<file path="config.mk">
export PLATFORM = sky130hd
export DESIGN_NAME = regfile_ctx_stacker
export DESIGN_NICKNAME = d
export VERILOG_FILES = /design/src/rtl/regfile_ctx_stacker.sv
export SDC_FILE = /design/constraint.sdc
export NUM_CORES = 1
export LEC_CHECK = 0
export ABC_AREA = 1
export CORE_MARGIN = 3
export CORE_UTILIZATION = 38
export CTS_CLUSTER_DIAMETER = 150
export CTS_CLUSTER_SIZE = 14
export DETAILED_ROUTE_END_ITERATION = 8
export PLACE_DENSITY_LB_ADDON = 0.3
export SLEW_MARGIN = 20
export SYNTH_ARGS = -nofsm -noshare
export SYNTH_HDL_FRONTEND = slang
export SYNTH_SLANG_ARGS = --single-unit
</file>
<file path="constraint.sdc">
create_clock -name i_clk -period 3.9 [get_ports i_clk]
set_clock_uncertainty 0.2 [all_clocks]
set_input_delay 1.17 -clock i_clk [delete_from_list [all_inputs] [get_ports i_clk]]
set_output_delay 1.17 -clock i_clk [all_outputs]
set_load 0.005 [all_outputs]
</file>
<file path="src/rtl/regfile_ctx_stacker.sv">
// Context save/restore engine: pushes A, B, C, IX to a downward-growing
// memory stack and pops them back into the register file in reverse order.
module regfile_ctx_stacker #(
  parameter int                DATA_W   = 8,
  parameter int                ADDR_W   = 8,
  parameter logic [ADDR_W-1:0] SP_RESET = 8'hFF
) (
  input  logic              i_clk,
  input  logic              i_reset,
  input  logic              i_save_req,
  input  logic              i_restore_req,
  input  logic              i_sp_load,
  input  logic [ADDR_W-1:0] i_sp_in,
  output logic              o_busy,
  output logic              o_done,
  output logic              o_ovf,
  output logic              o_unf,
  output logic [ADDR_W-1:0] o_sp_out,
  output logic              o_rf_ra1,
  output logic              o_rf_ra0,
  input  logic [DATA_W-1:0] i_rf_rdata,
  output logic              o_rf_we,
  output logic              o_rf_wa1,
  output logic              o_rf_wa0,
  output logic [DATA_W-1:0] o_rf_wdata,
  output logic [ADDR_W-1:0] o_mem_addr,
  output logic [DATA_W-1:0] o_mem_wdata,
  output logic              o_mem_wr,
  output logic              o_mem_rd,
  input  logic [DATA_W-1:0] i_mem_rdata,
  input  logic              i_mem_ack
);

  typedef enum logic [2:0] {IDLE, SAVE_WR, RST_RD, RST_WB, FIN} state_t;

  // Highest SP from which four pops stay inside the address space.
  localparam logic [ADDR_W-1:0] RST_MAX = {ADDR_W{1'b1}} - ADDR_W'(4);

  state_t            r_state;
  logic [ADDR_W-1:0] r_sp;
  logic [1:0]        r_idx;
  logic [DATA_W-1:0] r_hold;
  logic [1:0]        r_rf_ra;
  logic [1:0]        r_rf_wa;
  logic [ADDR_W-1:0] r_mem_addr;
  logic              r_mem_wr;
  logic              r_mem_rd;
  logic              r_rf_we;
  logic              r_busy;
  logic              r_done;
  logic              r_ovf;
  logic              r_unf;

  always_ff @(posedge i_clk) begin
    if (i_reset) begin
      r_state    <= IDLE;
      r_sp       <= SP_RESET;
      r_idx      <= 2'd0;
      r_hold     <= '0;
      r_rf_ra    <= 2'd0;
      r_rf_wa    <= 2'd0;
      r_mem_addr <= '0;
      r_mem_wr   <= 1'b0;
      r_mem_rd   <= 1'b0;
      r_rf_we    <= 1'b0;
      r_busy     <= 1'b0;
      r_done     <= 1'b0;
      r_ovf      <= 1'b0;
      r_unf      <= 1'b0;
    end else begin
      r_done  <= 1'b0;
      r_ovf   <= 1'b0;
      r_unf   <= 1'b0;
      r_rf_we <= 1'b0;
      case (r_state)
        IDLE: begin
          if (i_save_req) begin
            if (r_sp >= ADDR_W'(3)) begin
              r_state    <= SAVE_WR;
              r_idx      <= 2'd0;
              r_rf_ra    <= 2'd0;
              r_mem_addr <= r_sp;
              r_mem_wr   <= 1'b1;
              r_busy     <= 1'b1;
            end else begin
              r_ovf <= 1'b1;
            end
          end else if (i_restore_req) begin
            if (r_sp <= RST_MAX) begin
              r_state    <= RST_RD;
              r_idx      <= 2'd3;
              r_mem_addr <= r_sp + ADDR_W'(1);
              r_mem_rd   <= 1'b1;
              r_busy     <= 1'b1;
            end else begin
              r_unf <= 1'b1;
            end
          end else if (i_sp_load) begin
            r_sp <= i_sp_in;
          end
        end
        SAVE_WR: begin
          if (i_mem_ack) begin
            r_sp <= r_sp - ADDR_W'(1);
            if (r_idx == 2'd3) begin
              r_state  <= FIN;
              r_mem_wr <= 1'b0;
              r_done   <= 1'b1;
            end else begin
              r_idx      <= r_idx + 2'd1;
              r_rf_ra    <= r_idx + 2'd1;
              r_mem_addr <= r_sp - ADDR_W'(1);
            end
          end
        end
        RST_RD: begin
          if (i_mem_ack) begin
            r_hold   <= i_mem_rdata;
            r_sp     <= r_sp + ADDR_W'(1);
            r_state  <= RST_WB;
            r_mem_rd <= 1'b0;
            r_rf_we  <= 1'b1;
            r_rf_wa  <= r_idx;
          end
        end
        RST_WB: begin
          if (r_idx == 2'd0) begin
            r_state <= FIN;
            r_done  <= 1'b1;
          end else begin
            r_idx      <= r_idx - 2'd1;
            r_state    <= RST_RD;
            r_mem_addr <= r_sp + ADDR_W'(1);
            r_mem_rd   <= 1'b1;
          end
        end
        FIN: begin
          r_state <= IDLE;
          r_busy  <= 1'b0;
        end
        default: r_state <= IDLE;
      endcase
    end
  end

  // Write data comes straight from the register file while a push is pending.
  assign o_mem_wdata = r_mem_wr ? i_rf_rdata : '0;
  assign o_busy      = r_busy;
  assign o_done      = r_done;
  assign o_ovf       = r_ovf;
  assign o_unf       = r_unf;
  assign o_sp_out    = r_sp;
  assign o_rf_ra1    = r_rf_ra[1];
  assign o_rf_ra0    = r_rf_ra[0];
  assign o_rf_we     = r_rf_we;
  assign o_rf_wa1    = r_rf_wa[1];
  assign o_rf_wa0    = r_rf_wa[0];
  assign o_rf_wdata  = r_hold;
  assign o_mem_addr  = r_mem_addr;
  assign o_mem_wr    = r_mem_wr;
  assign o_mem_rd    = r_mem_rd;

endmodule

</file>
==> impl_metrics.json, run 1 <==
{
  "fin_hold_ws_ps": 263,
  "relSlewSlack_pct": 53.3,
  "cts_buffer_depth": 2,
  "powerDensity_mw_per_mm2": 690,
  "antenna_found_initial": 0,
  "numCtsBuffers": 5,
  "layout_common_cells": "124 x nand2_1, 72 x clkdlybuf4s50_1, 59 x nor2_1",
  "h-tree-depth": 2,
  "hold_class": "reg2reg",
  "drive_above_1_share_pct": 4.85,
  "outcome": "completed",
  "syn-mean-instance-area_um2": 6.07,
  "cp.arrival_ps": 2240,
  "synth-seq-cells": 40,
  "wl_um": 6270,
  "ioPinCount": 73,
  "yosysSeqAreaShare_pct": 34.5,
  "clock_sinks": 40,
  "maxSlewViolCount": 0,
  "grt_use_met1_pct": 25.1,
  "clk_pin_slew_ps": 80,
  "maxCapViolCount": 0,
  "critPathMaxFanout": 1,
  "antenna_left": 0,
  "p_leak_nw": 1.58,
  "final_common_cell": "nand2_1",
  "start_util_pct": 40.6,
  "cts_tree": "done",
  "nets": 488,
  "root_buffer": "clkbuf_8",
  "wl_per_cell_um": 11.9,
  "setup_viol": 0,
  "dpl_worst_slack_ps": 291,
  "peakVddDrop_v": 0.000301,
  "synthToLayoutAreaGrowth_pct": 38.1,
  "placedCellCount": 518,
  "crit_type": "in2out",
  "syn_area_mm2": 0.00232,
  "clkLatencyLatePin_ps": 300,
  "rows": 27,
  "synth_warnings": 0,
  "post_cts_buffers": 0,
  "use_met2_pct": 27.0,
  "die_w_um": 84.1,
  "ctsHoldBuffers": 0,
  "worst_setup_path_start_kind": "primary input",
  "end_kind": "output port",
  "dpl.hpwl_um": 4640,
  "worstMarginPinSlew_ps": 698,
  "use_met3_pct": 3.04,
  "io_buffers": 72,
  "grt_busiest_layer": "met2",
  "grt_usage_pct": 17.6,
  "drc": 0,
  "synth.net_count": 417,
  "vias": 2518,
  "gr-total-overflow": 0,
  "fin_ws_ps": 291,
  "drt_iter0_drc": 296,
  "die_area_mm2": 0.00708,
  "die_h_um": 84.1,
  "fin_crit_ps": 3610,
  "worst_ep_required_time_ps": 2530,
  "grt_pass1_vias": 2187,
  "fin_util_pct": 56.1,
  "coreArea_mm2": 0.00571,
  "clock.fmax_mhz": 277,
  "grt_pass1_wl_um": 10300,
  "yosysUniqueCellTypes": 26,
  "instances_no_fill": 526,
  "place.gp.congestion": 0.926,
  "cts_resized": 0,
  "finalCritPeriodShare_pct": 92.5,
  "rsz0062_at_grt": "false",
  "tns_ps": 0,
  "diodes": 0,
  "netlist_instances": 382,
  "drt_pass1_iterations": 5,
  "hold_violations": 0,
  "drt-vias-per-instance": 4.79,
  "grt_start_max_net_pins": 33
}
[critical path, cell delays in order]
cell and delay (ps):
clkdlybuf4s50_1 460, nand2_1 50, inv_1 70, clkdlybuf4s50_1 500
[path summary, 6_finish.rpt]
| path | startpoint | endpoint | slack (ps) | cells past startpoint |
|---|---|---|---|---|
| hold / removal | o_mem_rd$_SDFFE_PP0P_ | o_mem_rd$_SDFFE_PP0P_ | 260 | 2 |
| setup / recovery | i_rf_rdata[2] | o_mem_wdata[2] | 290 | 4 |
| setup reg to reg | r_state[1]$_SDFFE_PP0P_ | o_rf_wdata[5]$_SDFFE_PP0P_ | 1640 | 7 |
| hold reg to reg | o_mem_rd$_SDFFE_PP0P_ | o_mem_rd$_SDFFE_PP0P_ | 260 | 2 |
[state kept, by name (all words and copies together), names as in the netlist]
register,count
o_busy,1
o_ovf,1
o_mem_addr,8
o_done,1
r_idx,2
o_rf_we,1
o_unf,1
o_mem_rd,1
o_mem_wr,1
r_rf_wa,2
r_state,3
r_rf_ra,2
o_sp_out,8
o_rf_wdata,8
[area by class of cell]
| type | count | area (um^2) |
|---|---|---|
| clock buffers | 6 | 82.6 |
| clock inverters | 2 | 38.8 |
| fillers | 589 | 2500 |
| inverters | 53 | 200 |
| multi-input cells | 280 | 1260 |
| flip-flops and latches | 40 | 801 |
| well taps | 72 | 90.1 |
| repair buffers | 73 | 728 |
[layer usage]
| layer | routed length [um] | vias to the layer above | part of all wire [%] |
|---|---|---|---|
| li1 | - | 1331 | - |
| met1 | 3150 | 1091 | 50 |
| met2 | 2710 | 87 | 43 |
| met3 | 317 | 9 | 5.1 |
| met4 | 96 | 0 | 1.5 |
| met5 | 0 | - | 0 |
[cells in the mapped netlist]
master | n | area (um^2)
clkinv_2 | 1 | 5.00
o211ai_1 | 3 | 22.5
nand3b_1 | 1 | 7.51
nand2_1 | 124 | 465
xor2_1 | 1 | 8.76
nor4_1 | 1 | 6.26
buf_4 | 1 | 7.51
a21oi_1 | 13 | 65.1
nor2_2 | 3 | 18.8
nand3_4 | 1 | 17.5
nand2_2 | 3 | 18.8
buf_2 | 2 | 10.0
inv_1 | 50 | 188
or2_2 | 1 | 6.26
buf_6 | 2 | 22.5
nand3_2 | 1 | 10.0
nor2_1 | 59 | 221
nor2_4 | 1 | 11.3
nand3_1 | 41 | 205
dfxtp_1 | 40 | 801
ha_1 | 5 | 62.6
nor3_1 | 1 | 5.00
clkbuf_1 | 4 | 15.0
nand4_1 | 5 | 31.3
inv_2 | 2 | 7.51
o21ai_0 | 16 | 80.1
[power by group]
| part | leakage, nW | internal, mW | switching (mW) |
|---|---|---|---|
| Combinational | 1.19 | 0.523 | 0.668 |
| Clock | 0.0614 | 0.209 | 0.154 |
| Sequential | 0.329 | 0.533 | 0.123 |
[through the flow]
stage                     power [mW]  area, um^2
final                           2.21        3200
after global routing            2.42        3200
after CTS                       2.22        3200
after detailed placement        1.85        3080
after global placement          1.83        3080
after floorplan                 1.40        2320
[logic make-up after synthesis]
logic type,after synthesis,synth area share [%]
flip-flops,40,34.5
buffers and inverters,62,11.0
adder cells (fa/ha/maj),5,2.70
AO/OA/AOI/OAI,32,7.23
XOR/XNOR,1,0.378
AND/OR/NAND/NOR,242,44.2
Power figures use the tool's default switching activity.
==> run 2: changes to the inputs <==
- REMOVE_ABC_BUFFERS: unset -> 1
- clock period: 3.9 -> 4.27 ns (I/O delays scaled with it)
==> run 2 against run 1 <==
Against the previous run:
- clock-buffer cell count fell by 1
- first-iteration DRC count fell by 20%
- sequential power fell by 9.0%
- flip-flop and latch count did not move
- critical path depth did not move
- power fell by 9.1%
- via count fell by 0.56%
- final cell count rose by 0.19%
- cell area barely moved
- core utilization barely moved
- non-clock buffer count rose by 1
- critical path type unchanged
- largest cell class unchanged
- largest power group unchanged
==> impl_metrics.json, run 2 (synthesized netlist as in run 1, its figures left out) <==
{
  "grt_pass1_wl_um": 10600,
  "ctsHoldBuffers": 0,
  "grt_busiest_layer": "met2",
  "min_to": "o_mem_rd$_SDFFE_PP0P_",
  "place.gp.congestion": 0.925,
  "rsz0062_at_grt": "false",
  "antenna_left": 0,
  "grt_use_met1_pct": 24.6,
  "relSlewSlack_pct": 60.9,
  "clkLatencyLatePin_ps": 300,
  "layout_common_cells": "124 x nand2_1, 72 x clkdlybuf4s50_1, 59 x nor2_1",
  "r2r_setup_slack_ps": 2230,
  "cts_resized": 0,
  "min_from": "o_mem_rd$_SDFFE_PP0P_",
  "use_met2_pct": 26.3,
  "clock.fmax_mhz": 261,
  "gr-total-overflow": 0,
  "drt_pass1_iterations": 4,
  "dpl.hpwl_um": 4610,
  "post_cts_buffers": 0,
  "use_met3_pct": 5.99,
  "root_buffer": "clkbuf_8",
  "worstMarginPinSlew_ps": 585,
  "grt_usage_pct": 18.0,
  "worst_ep_required_time_ps": 2790,
  "hold_violations": 0,
  "reg2reg_to": "o_sp_out[6]$_SDFFE_PP1P_",
  "rows": 27,
  "finalCritPeriodShare_pct": 89.7,
  "final_area_mm2": 0.00321,
  "multi_input_area_mm2": 0.00126,
  "die_area_mm2": 0.00708,
  "vias": 2504,
  "die_h_um": 84.1,
  "hold_class": "reg2reg",
  "clk_pin_slew_ps": 90,
  "fin_crit_ps": 3830,
  "setup_viol": 0,
  "worst_setup_path_start_kind": "primary input",
  "cp.arrival_ps": 2350,
  "synthToLayoutAreaGrowth_pct": 38.2,
  "outcome": "completed",
  "clock_sinks": 40,
  "die_w_um": 84.1,
  "maxSlewViolCount": 0,
  "rr_worst_depth": 9,
  "cts_tree": "done",
  "fill_cells": 574,
  "nets": 489,
  "drt_iter0_drc": 237,
  "h-tree-depth": 2,
  "io_buffers": 72,
  "drc": 0,
  "seqCellArea_um2": 801,
  "grt_start_max_net_pins": 21,
  "p_leak_nw": 1.58,
  "maxCapViolCount": 0,
  "start_util_pct": 40.6,
  "wl_per_cell_um": 11.7,
  "worstHoldPathCells": 2,
  "diodes": 0,
  "drt-vias-per-instance": 4.75,
  "ioPinCount": 73,
  "peakVddDrop_v": 0.000269,
  "crit_type": "in2out",
  "coreArea_mm2": 0.00571,
  "numCtsBuffers": 5,
  "critPathMaxFanout": 1,
  "tns_ps": 0,
  "r2r-start": "r_state[1]$_SDFFE_PP0P_",
  "grt_pass1_vias": 2265,
  "drive_above_1_share_pct": 5.05,
  "powerDensity_mw_per_mm2": 627,
  "end_kind": "output port",
  "dpl-instance-area_mm2": 0.00309,
  "cts_buffer_depth": 2,
  "antenna_found_initial": 0,
  "wl_um": 6190,
  "final_common_cell": "nand2_1"
}
## run 2: cell count changes in the layout (fill, tap and decap cells not counted)
cell        previous run  this run
buf_4                  1         2
clkbuf_8               6         5
clkinv_4               1         0
clkinvlp_4             0         1
inv_6                  0         1
## run 2: worst max-delay path, cell delays in order
cell	delay, ps
clkdlybuf4s50_1	460
nand2_1	60
inv_1	60
clkdlybuf4s50_1	490
## run 2: layout make-up
type / count / share of cell area, %
Multi-Input combinational cell: 280 / 39.4
Sequential cell: 40 / 25.0
Timing Repair Buffer: 74 / 23.0
Inverter: 53 / 6.25
Tap cell: 72 / 2.81
Clock buffer: 5 / 2.15
Clock inverter: 3 / 1.44
## run 2: metal layers
| metal | part of all wire (%) | up-vias |
|---|---|---|
| li1 | - | 1330 |
| met1 | 49 | 1063 |
| met2 | 41 | 103 |
| met3 | 9.4 | 8 |
| met4 | 1.3 | 0 |
| met5 | 0 | - |
## run 2: per-stage QoR
| stage | setup slack [ps] | hold slack [ps] | utilization (%) | total power [mW] | instances |
|---|---|---|---|---|---|
| floorplan | 1410 | 243 | - | 1.25 | 373 |
| global placement | 457 | 241 | 54.1 | 1.67 | 519 |
| detailed placement | 429 | 253 | 54.1 | 1.69 | 519 |
| CTS | 430 | 266 | 56.1 | 2.02 | 527 |
| global route | 349 | 280 | 56.1 | 2.20 | 527 |
| finish | 440 | 259 | 56.1 | 2.01 | 527 |
## run 2: worst max path at each step
stage / startpoint / end / slack (ps) / cells past startpoint
after floorplan: i_rf_rdata[0] / o_mem_wdata[0] / 1410 / 2
after global placement: i_rf_rdata[4] / o_mem_wdata[4] / 460 / 4
after detailed placement: i_rf_rdata[6] / o_mem_wdata[6] / 430 / 4
after CTS: i_rf_rdata[6] / o_mem_wdata[6] / 430 / 4
after global routing: i_rf_rdata[6] / o_mem_wdata[6] / 350 / 4
final: i_rf_rdata[6] / o_mem_wdata[6] / 440 / 4
## run 2: power by group
| part | switching (mW) | internal [mW] |
|---|---|---|
| clock network | 0.149 | 0.176 |
| registers | 0.110 | 0.487 |
| logic | 0.606 | 0.480 |
